$ cat config.mk
export PLATFORM = sky130hd
export DESIGN_NAME = six_op_pipe
export DESIGN_NICKNAME = d
export VERILOG_FILES = /design/src/rtl/six_op_pipe.sv
export SDC_FILE = /design/constraint.sdc
export NUM_CORES = 1
export LEC_CHECK = 0
export ABC_AREA = 1
export BUFFER_PORTS_ARGS = -buffer_cell sky130_fd_sc_hd__buf_2
export CORE_AREA = 5 5 131 133
export CTS_CLUSTER_DIAMETER = 150
export DETAILED_ROUTE_END_ITERATION = 8
export DIE_AREA = 0 0 136 138
export PLACE_DENSITY = 0.67
export SYNTH_ARGS = -nofsm -noshare
export SYNTH_HDL_FRONTEND = slang
export SYNTH_SLANG_ARGS = --single-unit
export TNS_END_PERCENT = 50
$ cat constraint.sdc
create_clock -name clk -period 2.4 [get_ports clk]
set_input_delay 0.24 -clock clk [delete_from_list [all_inputs] [get_ports clk]]
set_output_delay 0.24 -clock clk [all_outputs]
set_load 0.05 [all_outputs]
$ cat src/rtl/six_op_pipe.sv
// six_op_pipe: six operands in, three results out, through a two-register
// pipeline (S1 operands, S2 results) with valid/ready handshakes at both ends
// and a wrapping count of delivered result sets.
module six_op_pipe #(
    parameter int WIDTH = 8,
    parameter int CNT_W = 16
) (
    input  logic             clk,
    input  logic             rst_n,
    input  logic             in_valid,
    output logic             in_ready,
    input  logic [1:0]       mode,
    input  logic [WIDTH-1:0] a,
    input  logic [WIDTH-1:0] b,
    input  logic [WIDTH-1:0] c,
    input  logic [WIDTH-1:0] d,
    input  logic [WIDTH-1:0] e,
    input  logic [WIDTH-1:0] f,
    output logic             out_valid,
    input  logic             out_ready,
    output logic [WIDTH-1:0] x,
    output logic [WIDTH-1:0] y,
    output logic [WIDTH-1:0] z,
    output logic [2:0]       ovf,
    output logic [CNT_W-1:0] done_cnt
);

    typedef enum logic [1:0] {
        OP_ADD   = 2'd0,
        OP_SUB   = 2'd1,
        OP_LOGIC = 2'd2,
        OP_SEL   = 2'd3
    } op_e;

    // S1: registered operands and operation
    logic             s1_valid_q;
    op_e              s1_mode_q;
    logic [WIDTH-1:0] s1_a_q, s1_b_q, s1_c_q, s1_d_q, s1_e_q, s1_f_q;

    // S2: registered results
    logic             s2_valid_q;
    logic [WIDTH-1:0] x_q, y_q, z_q;
    logic [2:0]       ovf_q;
    logic [WIDTH-1:0] x_d, y_d, z_d;
    logic [2:0]       ovf_d;

    logic [CNT_W-1:0] cnt_q;

    logic s1_adv, s2_adv;

    // One extra bit carries the carry (add) or the borrow (sub, wraps negative)
    logic [WIDTH:0] sum_ab, sum_cd, sum_ef;
    logic [WIDTH:0] dif_ab, dif_cd, dif_ef;

    assign s2_adv   = !s2_valid_q || out_ready;
    assign s1_adv   = !s1_valid_q || s2_adv;
    assign in_ready = s1_adv;

    assign out_valid = s2_valid_q;
    assign x         = x_q;
    assign y         = y_q;
    assign z         = z_q;
    assign ovf       = ovf_q;
    assign done_cnt  = cnt_q;

    assign sum_ab = {1'b0, s1_a_q} + {1'b0, s1_b_q};
    assign sum_cd = {1'b0, s1_c_q} + {1'b0, s1_d_q};
    assign sum_ef = {1'b0, s1_e_q} + {1'b0, s1_f_q};
    assign dif_ab = {1'b0, s1_a_q} - {1'b0, s1_b_q};
    assign dif_cd = {1'b0, s1_c_q} - {1'b0, s1_d_q};
    assign dif_ef = {1'b0, s1_e_q} - {1'b0, s1_f_q};

    // Result datapath selected by the mode captured alongside the operands
    always_comb begin
        x_d   = '0;
        y_d   = '0;
        z_d   = '0;
        ovf_d = '0;
        case (s1_mode_q)
            OP_ADD: begin
                x_d   = sum_ab[WIDTH-1:0];
                y_d   = sum_cd[WIDTH-1:0];
                z_d   = sum_ef[WIDTH-1:0];
                ovf_d = {sum_ef[WIDTH], sum_cd[WIDTH], sum_ab[WIDTH]};
            end
            OP_SUB: begin
                x_d   = dif_ab[WIDTH-1:0];
                y_d   = dif_cd[WIDTH-1:0];
                z_d   = dif_ef[WIDTH-1:0];
                ovf_d = {dif_ef[WIDTH], dif_cd[WIDTH], dif_ab[WIDTH]};
            end
            OP_LOGIC: begin
                x_d = s1_a_q & s1_b_q;
                y_d = s1_c_q | s1_d_q;
                z_d = s1_e_q ^ s1_f_q;
            end
            OP_SEL: begin
                x_d = (s1_a_q >= s1_b_q) ? s1_a_q : s1_b_q;
                y_d = (s1_c_q <= s1_d_q) ? s1_c_q : s1_d_q;
                // average keeps the carry bit, so the halved value always fits
                z_d = sum_ef[WIDTH:1];
            end
            default: begin
                x_d   = '0;
                y_d   = '0;
                z_d   = '0;
                ovf_d = '0;
            end
        endcase
    end

    // S1 capture: accepts a new set whenever the stage is empty or draining
    always_ff @(posedge clk or negedge rst_n) begin
        if (!rst_n) begin
            s1_valid_q <= 1'b0;
            s1_mode_q  <= OP_ADD;
            s1_a_q     <= '0;
            s1_b_q     <= '0;
            s1_c_q     <= '0;
            s1_d_q     <= '0;
            s1_e_q     <= '0;
            s1_f_q     <= '0;
        end else if (s1_adv) begin
            s1_valid_q <= in_valid;
            if (in_valid) begin
                s1_mode_q <= op_e'(mode);
                s1_a_q    <= a;
                s1_b_q    <= b;
                s1_c_q    <= c;
                s1_d_q    <= d;
                s1_e_q    <= e;
                s1_f_q    <= f;
            end
        end
    end

    // S2 capture: results held stable while the consumer stalls
    always_ff @(posedge clk or negedge rst_n) begin
        if (!rst_n) begin
            s2_valid_q <= 1'b0;
            x_q        <= '0;
            y_q        <= '0;
            z_q        <= '0;
            ovf_q      <= '0;
        end else if (s2_adv) begin
            s2_valid_q <= s1_valid_q;
            if (s1_valid_q) begin
                x_q   <= x_d;
                y_q   <= y_d;
                z_q   <= z_d;
                ovf_q <= ovf_d;
            end
        end
    end

    // Delivered-set counter, one per output handshake, wraps naturally
    always_ff @(posedge clk or negedge rst_n) begin
        if (!rst_n) begin
            cnt_q <= '0;
        end else if (s2_valid_q && out_ready) begin
            cnt_q <= cnt_q + CNT_W'(1);
        end
    end

endmodule

==> results.md, run 1 <==
* Headroom to the max-slew limit at 0.607
* CTS Root Cell: sky130_fd_sc_hd__clkbuf_16
* Final weighted congestion in routability-driven placement at between 0.9 and 1
* Family of cells with the greatest summed delay on the critical path: simple AND/OR/NAND/NOR gates
* Final instance area at 0.00808 mm²
* IO buf count at around 100
* Footprint of the multi-input gates at 0.00393 mm²
* Violation count after the first detailed-routing iteration at approximately 480
* Final WL at ~19,000 µm
* Path class of the lowest-slack min-delay path: in2reg
* Power density cells at between 900 and 1000 mW/mm²
* Final setup TNS at 0 ns
* Total of fill cells in the finished design at 1,595
* Reg area at 0.00238 mm²
* Number of synthesized register bits at 95
* GRT Total Usage at 0.207
* Final period util at 0.884
* Vias in the first global route at approximately 6,400
* Number of cell rows at 46
* Cell area after technology mapping at 0.00699 mm²
* Sequential-to-total area share from yosys stat at 0.340
* Antenna viol nets, final at 0
* Pin count of the biggest net entering global routing at 53
* Unrepaired setup endpoints after global routing: no
* Post-place instance area at 0.00775 mm²
* Count of boundary I/O pins at 99
* Ratio of cells with drive above 1 in the final layout at 0.181
* Via total after detailed routing at around 6,400
* Mapped Avg Cell Area at ~7.4 µm²
* Critical path's most frequent cell: sky130_fd_sc_hd__nand2_1
* Number of clock sinks at 95
* Average via count per standard cell at 5.06
* Synth-to-Final Area Change at 15.6%
* Initial cell density of the core at 0.445
* Most common library cells after synthesis: sky130_fd_sc_hd__nand2_1 (220), sky130_fd_sc_hd__inv_1 (124), sky130_fd_sc_hd__dfrtp_1 (95)
* Die height at approximately 140 µm
* Top cell type by total area after synthesis: sky130_fd_sc_hd__dfrtp_1
* Worst-skew pair later-pin latency at 0.36 ns
* Maximum level of the CTS H-tree at 3
* Final max-slew violation count at 0
* Required time of the worst setup path at ~2.7 ns
* Final setup skew at roughly 0.0067 ns
* CP Launch Type: flip-flop
* Fmax at around 470 MHz
* CTS tree: built
* Core Area at between 0.015 and 0.02 mm²
* Clock period minus final worst setup slack at roughly 2.1 ns
* Largest fanout of any net on the critical path at 9
* Largest stage delay on the critical path at 0.48 ns
* Post-synth ARST share at 1.00
* Die Wd at 136 µm
* Post-synth EDFFs at 0
* Final Hold Slack at roughly 0.11 ns
* Die area at 0.0188 mm²
* First-pass iteration count of the detailed router at 8
* Clock edge transition at the registers on the reported setup and hold paths at around 0.070 ns
* Post-synthesis instance total at 950
* Avg WL per Cell at 14.7 µm
* Setup-failing EPs final at 0
* Layout net count at roughly 1,200
* Cells traversed along the worst timing path: inv_1 > ha_1 > inv_1 > nand2_1 > nor2_1 > nand3_1 > nand3_4 > nand2_4 > nand2_1 > nand3_1 > nand2_1 > nand2_1 > nand2_1
* Syn_nets at ~1,100
* Worst Max-Slew Pin Slew at 0.589 ns
* Result of the run: complete, no violations
* Number of antenna violations at the first check in global routing at 1
* Critical path type: reg2reg
* Leak Pwr at around 4.4 nW
* CP bufs+invs at 2
* Number of library cell types mapped by synthesis at between 40 and 50
* Crit path max-delay cell type: sky130_fd_sc_hd__dfrtp_1
* Area share of the largest cell type after synthesis at 0.340
* Post-cts gate resize count at 0
* Post-cts hold buffer count at 1
* Maximum VDD drop at 0.675 mV
* Area contributors post-synth: sky130_fd_sc_hd__dfrtp_1 (34%), sky130_fd_sc_hd__nand2_1 (12%), sky130_fd_sc_hd__ha_1 (10%), sky130_fd_sc_hd__inv_1 (6.7%), sky130_fd_sc_hd__a21oi_1 (6.2%)
* DRC violations left at 0
* Commonest register cell after synthesis: sky130_fd_sc_hd__dfrtp_1
* Count of yosys warnings during synthesis at 0
* Buffers inserted during post-CTS setup optimization at 0
* Total overflow reported by the global router at 0
* Max-capacitance violation count at 0
* First-pass GRT wire length at about 32,000 µm
* Critical Path AT at ~2.4 ns
* Number of CTS-inserted buffers at 9
* End-of-flow core utilization at 0.514
* HPWL reported at the end of detailed placement at approximately 14,000 µm
* Type of element capturing the critical path: flip-flop
* Buffers from clock root to sink, at most at 2
* Final Hold Fails at 0
* Top-count cell post-synth: sky130_fd_sc_hd__nand2_1
* Total power at around 7.9 mW
* Antenna diode count at 0
power breakdown:
| part | internal (mW) | switching [mW] |
|---|---|---|
| sequential | 1.98 | 0.283 |
| combinational | 1.22 | 2.89 |
| clock | 0.846 | 0.726 |
cells in the final DEF (no fill, tap or decap), types with 3 or more instances in the layout:
master                      instances
sky130_fd_sc_hd__dfrtp_1           95
sky130_fd_sc_hd__inv_1            124
sky130_fd_sc_hd__nor3_1             3
sky130_fd_sc_hd__inv_8              4
sky130_fd_sc_hd__nor2_4             7
sky130_fd_sc_hd__clkbuf_16          9
sky130_fd_sc_hd__o21ai_1            3
sky130_fd_sc_hd__buf_2             97
sky130_fd_sc_hd__a31oi_1            3
sky130_fd_sc_hd__nor2_2             4
sky130_fd_sc_hd__inv_2             11
sky130_fd_sc_hd__or2_2              9
sky130_fd_sc_hd__nor2_1            90
sky130_fd_sc_hd__fa_1               6
sky130_fd_sc_hd__nand2_1          219
sky130_fd_sc_hd__xor2_1            16
sky130_fd_sc_hd__nand4_1           13
sky130_fd_sc_hd__o211ai_1           4
sky130_fd_sc_hd__nand2_2            5
sky130_fd_sc_hd__ha_1              57
sky130_fd_sc_hd__mux2_2             8
sky130_fd_sc_hd__a21oi_1           87
sky130_fd_sc_hd__o21ai_0           38
sky130_fd_sc_hd__xnor2_1            7
sky130_fd_sc_hd__buf_4             21
sky130_fd_sc_hd__nand3_1           79
metrics by stage:
| stage | cells | setup slack, ns |
|---|---|---|
| after global placement | 1251 | 0.328 |
| final | 1268 | 0.278 |
| after CTS | 1268 | 0.257 |
| after detailed placement | 1251 | 0.265 |
| after floorplan | 950 | 0.246 |
| after global routing | 1268 | 0.0301 |
sequential cells by signal, summed over array words and instances, names as in the netlist:
name and count:
done_cnt 16, s1_a_q 8, s1_b_q 8, s1_c_q 8
s1_d_q 8, s1_e_q 8, s1_f_q 8, x 8
y 8, z 8, ovf 3, s1_mode_q 2
out_valid 1, s1_valid_q 1
cell families after synthesis:
family	share of synthesized area
compound gates	0.113
xor+xnor	0.0288
fa+ha+maj	0.119
buf+inv	0.0983
flops	0.340
mux	0.0143
simple gates	0.286
per-layer routing:
layer  wire, µm  track usage
met1       8730        0.285
met4        500       0.0801
met2       8400        0.323
met3       1030       0.0359
met5         12            0
worst paths after layout:
kind                            from        end  slack [ns]  cells past startpoint
min in group asynchronous      rst_n       y[2]        0.34                      2
hold / removal                  e[6]  s1_e_q[6]        0.11                      2
max in group asynchronous      rst_n  s1_a_q[3]        1.40                      3
setup / recovery           s1_c_q[1]       y[1]        0.28                     13
hold reg to reg                 x[4]       x[4]        0.47                      2
setup reg to reg           s1_c_q[1]       y[1]        0.28                     13
area by class of cell:
type                            instances  share of cell area
Clock inverter                          7              0.0115
Timing Repair Buffer                  120              0.0833
Clock buffer                            9              0.0279
Inverter                              135              0.0627
Tap cell                              216              0.0335
Multi-Input combinational cell        686               0.487
Sequential cell                        95               0.294
(Power assumes the default switching activity.)
==> run 2, diff against run 1 <==
ABC_AREA = not set   (was 1)
CORE_AREA = 5 5 127 129   (was 5 5 131 133)
DIE_AREA = 0 0 132 134   (was 0 0 136 138)
PLACE_DENSITY = 0.68   (was 0.67)
==> run 2 against run 1 <==
Compared with the run above:
- clock skew hardly changed
- largest cell class unchanged
- sequential power hardly changed
- sequential share of layout area is 0.27 points higher
==> results.md, run 2 <==
* Result of the run: complete, no violations
* Synthesized-area fraction occupied by ao, oa, aoi and oai cells at 0.168
* Mapped Avg Cell Area at 9.62 µm²
* Number of antenna violations at the first check in global routing at 0
* First-pass iteration count of the detailed router at 4
* Area share of fa/ha/maj cells after synthesis at 0.128
* Buffers from clock root to sink, at most at 2
* Final max-slew violation count at 0
* Number of library cell types mapped by synthesis at 61
* Most common library cells after synthesis: sky130_fd_sc_hd__dfrtp_1 (95), sky130_fd_sc_hd__inv_1 (59), sky130_fd_sc_hd__ha_1 (57)
* Critical Path AT at between 2 and 3 ns
* Top cell type by total area after synthesis: sky130_fd_sc_hd__dfrtp_1
* CP Launch Type: flip-flop
* Part of the total power dissipated in the clock network at 0.210
* Max reg flops at 16
* Die Wd at around 130 µm
* Total overflow reported by the global router at 0
* Area contributors post-synth: sky130_fd_sc_hd__dfrtp_1 (36%), sky130_fd_sc_hd__ha_1 (11%), sky130_fd_sc_hd__mux2_2 (9.7%), sky130_fd_sc_hd__xnor2_1 (4.0%), sky130_fd_sc_hd__inv_1 (3.4%)
* Synth-to-Final Area Change at 22.6%
* Unrepaired setup endpoints after global routing: yes
* Most common cell after layout, fill and taps aside: sky130_fd_sc_hd__buf_2
* Number of clock sinks at 95
* Combinational share of power at 0.503
* Via total after detailed routing at about 5,300
* DRC violations left at 0
* HPWL reported at the end of detailed placement at about 12,000 µm
* Final Hold Fails at 0
* Clock edge transition at the registers on the reported setup and hold paths at around 0.07 ns
* Post-synth EDFFs at 0
* Cell area after technology mapping at around 0.0065 mm²
* Power density cells at 993 mW/mm²
* Post-synthesis instance total at just under 700
* Largest family of logic cells by synthesized area: compound AO/OA/AOI/OAI gates
* Setup slack of the worst register-to-register path at 0.07 ns
* Post-placement cell count at 975
* Vias in the first global route at between 5,000 and 6,000
* Violation count after the first detailed-routing iteration at around 360
* Leak Pwr at 3.73 nW
* Maximum level of the CTS H-tree at 3
* GRT Total Usage at 0.182
* Final std cells w/o fill at ~1,000
* Setup-failing EPs final at 0
* Worst reg-to-reg path cell count at 10
* Worst-skew pair later-pin latency at around 0.36 ns
* Count of yosys warnings during synthesis at 0
* CP endpoint: y[7]
* Synthesized-area fraction occupied by xor and xnor cells at 0.0483
* Largest fanout of any net on the critical path at 4
* Footprint of the multi-input gates at just under 0.004 mm²
* Total of fill cells in the finished design at approximately 1,400
* Final setup TNS at 0 ns
* Initial cell density of the core at 0.438
* Net Switching at 3.42 mW
* Pin count of the biggest net entering global routing at 96
* Clock period minus final worst setup slack at about 2.3 ns
* Number of CTS-inserted buffers at 9
* Post-synth ARST share at 1.00
* Most frequent cells in the layout: sky130_fd_sc_hd__buf_2 (97), sky130_fd_sc_hd__dfrtp_1 (95), sky130_fd_sc_hd__mux2_2 (56)
* Headroom to the max-slew limit at 0.611
* First-pass GRT wire length at 26,500 µm
* Synth Area in Simple Gates at 0.113
* Area share of the largest cell type after synthesis at 0.364
* IO buf count at 98
* Sequential-to-total area share from yosys stat at 0.364
* Worst Setup SP: s1_c_q[5]
* Sw Share at 0.430
* Commonest register cell after synthesis: sky130_fd_sc_hd__dfrtp_1
* Worst r2r src: s1_c_q[5]
* Syn_nets at approximately 800
* Top-count cell post-synth: sky130_fd_sc_hd__dfrtp_1
* CTS tree: built
* Count of boundary I/O pins at a little under 100
* Final WL at 16,000 µm
* Reg area at approximately 0.0024 mm²
* Final period util at 0.972
* Worst Max-Slew Pin Slew at ~0.58 ns
* Final setup skew at between 0.006 and 0.007 ns
* Layout net count at 921
* Final weighted congestion in routability-driven placement at 0.908
* Sequential share of power at 0.286
* Internal portion of total power at about 4.5 mW
* Number of cell rows at 45
* Final Hold Slack at 0.105 ns
* Core Area at approximately 0.015 mm²
* Critical path type: reg2reg
* Antenna viol nets, final at 0
* Max-capacitance violation count at 0
* Die area at approximately 0.018 mm²
* Proportion of synthesized area in mux cells at 0.125
* Type of element capturing the critical path: flip-flop
* Ratio of cells with drive above 1 in the final layout at 0.319
* Path class of the lowest-slack min-delay path: in2reg
* End-of-flow core utilization at 0.537
* Required time of the worst setup path at between 2 and 3 ns
* Number of synthesized register bits at 95
* Maximum VDD drop at ~0.88 mV
* Capture point of the worst reg-to-reg path: y[7]
* Avg WL per Cell at 16.1 µm
* Antenna diode count at 0
* Average via count per standard cell at around 5.3
* Fmax at around 430 MHz
* CTS Root Cell: sky130_fd_sc_hd__clkbuf_16
* Die height at 134 µm
## run 2: cell count changes after synthesis, moves of 12 or more
cell,delta
sky130_fd_sc_hd__a21oi_1,-43
sky130_fd_sc_hd__xnor2_1,+23
sky130_fd_sc_hd__nand3_1,-65
sky130_fd_sc_hd__mux2i_1,+15
sky130_fd_sc_hd__buf_2,-13
sky130_fd_sc_hd__inv_1,-65
sky130_fd_sc_hd__nor2_1,-43
sky130_fd_sc_hd__mux2_2,+48
sky130_fd_sc_hd__nand2_1,-177
sky130_fd_sc_hd__clkbuf_1,+12
## run 2: repair_timing
item                                   CTS  global route
setup endpoints to repair                2            10
hold buffers                             1             0
pin swaps                                0            12
gates resized for setup                  1            35
setup buffers                            1             4
endpoints found under the hold margin   95             0
## run 2: metal layers
layer	share of wire	up-vias	GRT usage
li1	-	2642	-
met1	0.46	2500	0.250
met2	0.48	105	0.293
met3	0.041	17	0.0371
met4	0.012	0	0.0503
met5	0	-	0
## run 2: logic make-up after synthesis
family,count (synthesis)
AO/OA/AOI/OAI,165
XOR/XNOR,36
adder cells (fa/ha/maj),63
buffers and inverters,91
flip-flops,95
multiplexers,73
AND/OR/NAND/NOR,156
## run 2: how the worst min path moves through the flow
stage,from,to,slack (ns),cells past startpoint
floorplan,rst_n,done_cnt[0],-0.06,0
CTS,in_valid,s1_valid_q,0.09,2
finish,in_valid,s1_valid_q,0.11,2
global placement,rst_n,s1_c_q[1],0.33,2
detailed placement,rst_n,s1_c_q[1],0.34,2
global route,in_valid,s1_valid_q,0.09,2
## run 2: final cells by class
cell class	count	area share
multi-input combinational	493	0.490
clock buffer	9	0.0281
timing repair buffer	146	0.113
sequential	95	0.297
tap	188	0.0294
clock inverter	7	0.0148
inverter	59	0.0277
## run 2: through the flow
step	worst slack, ns	power, mW	area (µm²)
floorplan	0.0546	5.07	6530
global placement	0.0594	6.11	7480
detailed placement	-0.00340	6.16	7480
CTS	-0.00251	7.86	7840
global route	-0.0788	8.47	8010
finish	0.0664	7.95	8010
## run 2: power groups by stage
stage,combinational (mW),clock (mW),sequential [mW]
floorplan,1.98,0,3.09
global placement,3.81,0,2.30
detailed placement,3.84,0,2.31
CTS,3.87,1.71,2.28
global route,4.35,1.78,2.33
finish,4.00,1.67,2.28
## run 2: critical path, cell delays in order (launching register included)
cell                      delay [ns]
sky130_fd_sc_hd__dfrtp_1        0.42
sky130_fd_sc_hd__inv_2          0.09
sky130_fd_sc_hd__ha_4           0.20
sky130_fd_sc_hd__or2_4          0.26
sky130_fd_sc_hd__nor3_4         0.21
sky130_fd_sc_hd__a41oi_2        0.15
sky130_fd_sc_hd__a21oi_4        0.17
sky130_fd_sc_hd__buf_6          0.12
sky130_fd_sc_hd__mux2i_2        0.22
sky130_fd_sc_hd__o21ai_1        0.08
sky130_fd_sc_hd__o32a_1         0.29
==> run 3, diff against run 2 <==
ABC_AREA = 1   (was not set)
CORE_AREA = 5 5 131 133   (was 5 5 127 129)
DIE_AREA = 0 0 136 138   (was 0 0 132 134)
PLACE_DENSITY = 0.75   (was 0.68)
==> run 3 against run 2 <==
Compared with the run above:
- combinational power rose by 2%
- register-to-register slack better by 0.18 ns
- flip-flop and latch count unchanged
- clock power shrank 11%
- first-iteration DRC count rose by 18%
- critical path depth increased by 5
- critical path type unchanged
- largest cell class unchanged
- largest power group unchanged
==> results.md, run 3 (synthesis gave the netlist of run 1 again) <==
* Headroom to the max-slew limit at 0.574
* Worst-skew pair later-pin latency at around 0.37 ns
* Post-placement setup slack at 0.259 ns
* Largest fanout of any net on the critical path at 9
* Initial cell density of the core at 0.445
* Antenna diode count at 0
* CP bufs+invs at 3
* Family of cells with the greatest summed delay on the critical path: simple AND/OR/NAND/NOR gates
* Core Area at 0.0157 mm²
* Count of boundary I/O pins at 99
* Final max-slew violation count at 0
* Setup slack of the worst register-to-register path at 0.25 ns
* Clock period minus final worst setup slack at 2.15 ns
* Unrepaired setup endpoints after global routing: no
* Worst r2r src: s1_c_q[3]
* Post-route setup slack at roughly 0.25 ns
* Final Hold Fails at 0
* Capture point of the worst reg-to-reg path: y[1]
* Setup-failing EPs final at 0
* Number of cell rows at 46
* Leak Pwr at 4.33 nW
* Final WL at ~18,000 µm
* Final setup skew at 0.00868 ns
* Final period util at 0.896
* Avg WL per Cell at about 15 µm
* Maximum VDD drop at ~0.64 mV
* Number of CTS-inserted buffers at 9
* Cells traversed along the worst timing path: inv_1 > ha_1 > inv_1 > nand2_1 > inv_2 > nand2_1 > nand2_1 > nand2_1 > nand3_4 > nand2_4 > nand2_1 > nand3_1 > nand2_1 > nand2_1 > nand2_1
* Total overflow reported by the global router at 0
* Number of antenna violations at the first check in global routing at 0
* Synth-to-Final Area Change at 14.8%
* Type of element capturing the critical path: flip-flop
* End-of-flow core utilization at 0.511
* Largest stage delay on the critical path at 0.45 ns
* CP Launch Type: flip-flop
* Top layer used by detailed routing: met4
* End point of the most critical hold path: s1_e_q[4]
* Most common cell after layout, fill and taps aside: sky130_fd_sc_hd__nand2_1
* Average via count per standard cell at a little over 5
* HPWL reported at the end of detailed placement at roughly 14,000 µm
* Max reg flops at 16
* Met2 wire length at between 8000 and 9000 µm
* Worst Max-Slew Pin Slew at 0.639 ns
* Critical path type: reg2reg
* Maximum level of the CTS H-tree at 3
* Fmax at between 400 and 500 MHz
* DRC violations left at 0
* Power density cells at 976 mW/mm²
* CTS tree: built
* Final weighted congestion in routability-driven placement at between 0.9 and 1
* Critical Path AT at 2.41 ns
* First-pass GRT wire length at about 31,000 µm
* Worst hold start: e[4]
* Layout net count at around 1,200
* Via total after detailed routing at around 6,400
* Die area at between 0.015 and 0.02 mm²
* Ratio of cells with drive above 1 in the final layout at 0.177
* Die height at 138 µm
* Antenna viol nets, final at 0
* Final setup TNS at 0 ns
* IO buf count at 98
* Pin count of the biggest net entering global routing at 55
* Buffers from clock root to sink, at most at 2
* Max-capacitance violation count at 0
* Number of clock sinks at 95
* Die Wd at approximately 140 µm
* Path class of the lowest-slack min-delay path: in2reg
* Result of the run: complete, no violations
* Worst reg-to-reg path cell count at 15
* Crit path max-delay cell type: sky130_fd_sc_hd__ha_1
* Violation count after the first detailed-routing iteration at ~420
* Vias in the first global route at 6,316
* Met1 Routed Length at between 8000 and 9000 µm
* CTS Root Cell: sky130_fd_sc_hd__clkbuf_16
* Clock edge transition at the registers on the reported setup and hold paths at 0.07 ns
* GRT Total Usage at 0.203
* Most frequent cells in the layout: sky130_fd_sc_hd__nand2_1 (219), sky130_fd_sc_hd__inv_1 (124), sky130_fd_sc_hd__buf_2 (97)
* First-pass iteration count of the detailed router at 5
* Met3 wire length at around 1100 µm
* Required time of the worst setup path at approximately 2.7 ns
* Hold Path Cell Cnt at 2
* Critical path's most frequent cell: sky130_fd_sc_hd__nand2_1
-- run 3: changes by cell type in the layout (fill, tap and decap cells not counted), sizes merged, moves of 42 or more --
cell	change
mux2	-48
nor2	+54
nand2	+183
inv	+79
a21oi	+42
nand3	+69
-- run 3: metal layers --
| layer | track usage | vias to the layer above |
|---|---|---|
| met1 | 0.272 | 2924 |
| met3 | 0.0396 | 48 |
| li1 | - | 3225 |
| met5 | 0 | - |
| met2 | 0.325 | 227 |
| met4 | 0.0737 | 0 |
-- run 3: worst max-delay path by stage --
stage,start,endpoint,slack (ns),depth (start not counted)
2_1_floorplan,out_valid,s1_c_q[0],0.25,5
3_3_place_gp,s1_c_q[1],y[0],0.30,13
3_5_place_dp,s1_c_q[3],y[0],0.26,15
4_1_cts,s1_c_q[3],y[1],0.24,15
5_1_grt,s1_c_q[2],y[4],0.007,15
6_report,s1_c_q[3],y[1],0.25,15
-- run 3: area by class of cell --
class                           instances  area (µm²)
Clock inverter                          7        75.1
Multi-Input combinational cell        686        3930
Inverter                              135         507
Timing Repair Buffer                  115         636
Sequential cell                        95        2380
Fill cell                            1521        7690
Clock buffer                            9         225
Tap cell                              216         270
-- run 3: where the power goes --
part | leakage, nW | total (mW) | switching [mW] | internal, mW
clock | 0.143 | 1.48 | 0.743 | 0.737
sequential | 1.12 | 2.28 | 0.297 | 1.98
combinational | 3.07 | 4.07 | 2.87 | 1.20
total | 4.33 | 7.83 | 3.91 | 3.92
-- run 3: timing repair --
action                    4_1_cts  5_1_grt
hold endpoints to repair       43        0
setup buffers                   0        0
gates resized for setup         0        0
hold buffers                    1        0
-- run 3: through the flow --
step / hold WS, ns / std cells / cell area [µm²] / power (mW)
after floorplan: -0.0556 / 950 / 6990 / 5.35
after global placement: 0.275 / 1246 / 7710 / 6.32
after detailed placement: 0.279 / 1246 / 7710 / 6.36
after CTS: 0.0901 / 1263 / 8020 / 7.87
after global routing: 0.0931 / 1263 / 8020 / 8.42
final: 0.101 / 1263 / 8020 / 7.83
-- run 3: worst reg2reg max path, cell delays in order, from the launching register on --
cell and delay, ns:
sky130_fd_sc_hd__dfrtp_1 0.39, sky130_fd_sc_hd__inv_1 0.09, sky130_fd_sc_hd__ha_1 0.45, sky130_fd_sc_hd__inv_1 0.11, sky130_fd_sc_hd__nand2_1 0.10, sky130_fd_sc_hd__inv_2 0.04
sky130_fd_sc_hd__nand2_1 0.09, sky130_fd_sc_hd__nand2_1 0.06, sky130_fd_sc_hd__nand2_1 0.10, sky130_fd_sc_hd__nand3_4 0.16, sky130_fd_sc_hd__nand2_4 0.17, sky130_fd_sc_hd__nand2_1 0.07
sky130_fd_sc_hd__nand3_1 0.06, sky130_fd_sc_hd__nand2_1 0.05, sky130_fd_sc_hd__nand2_1 0.06, sky130_fd_sc_hd__nand2_1 0.05
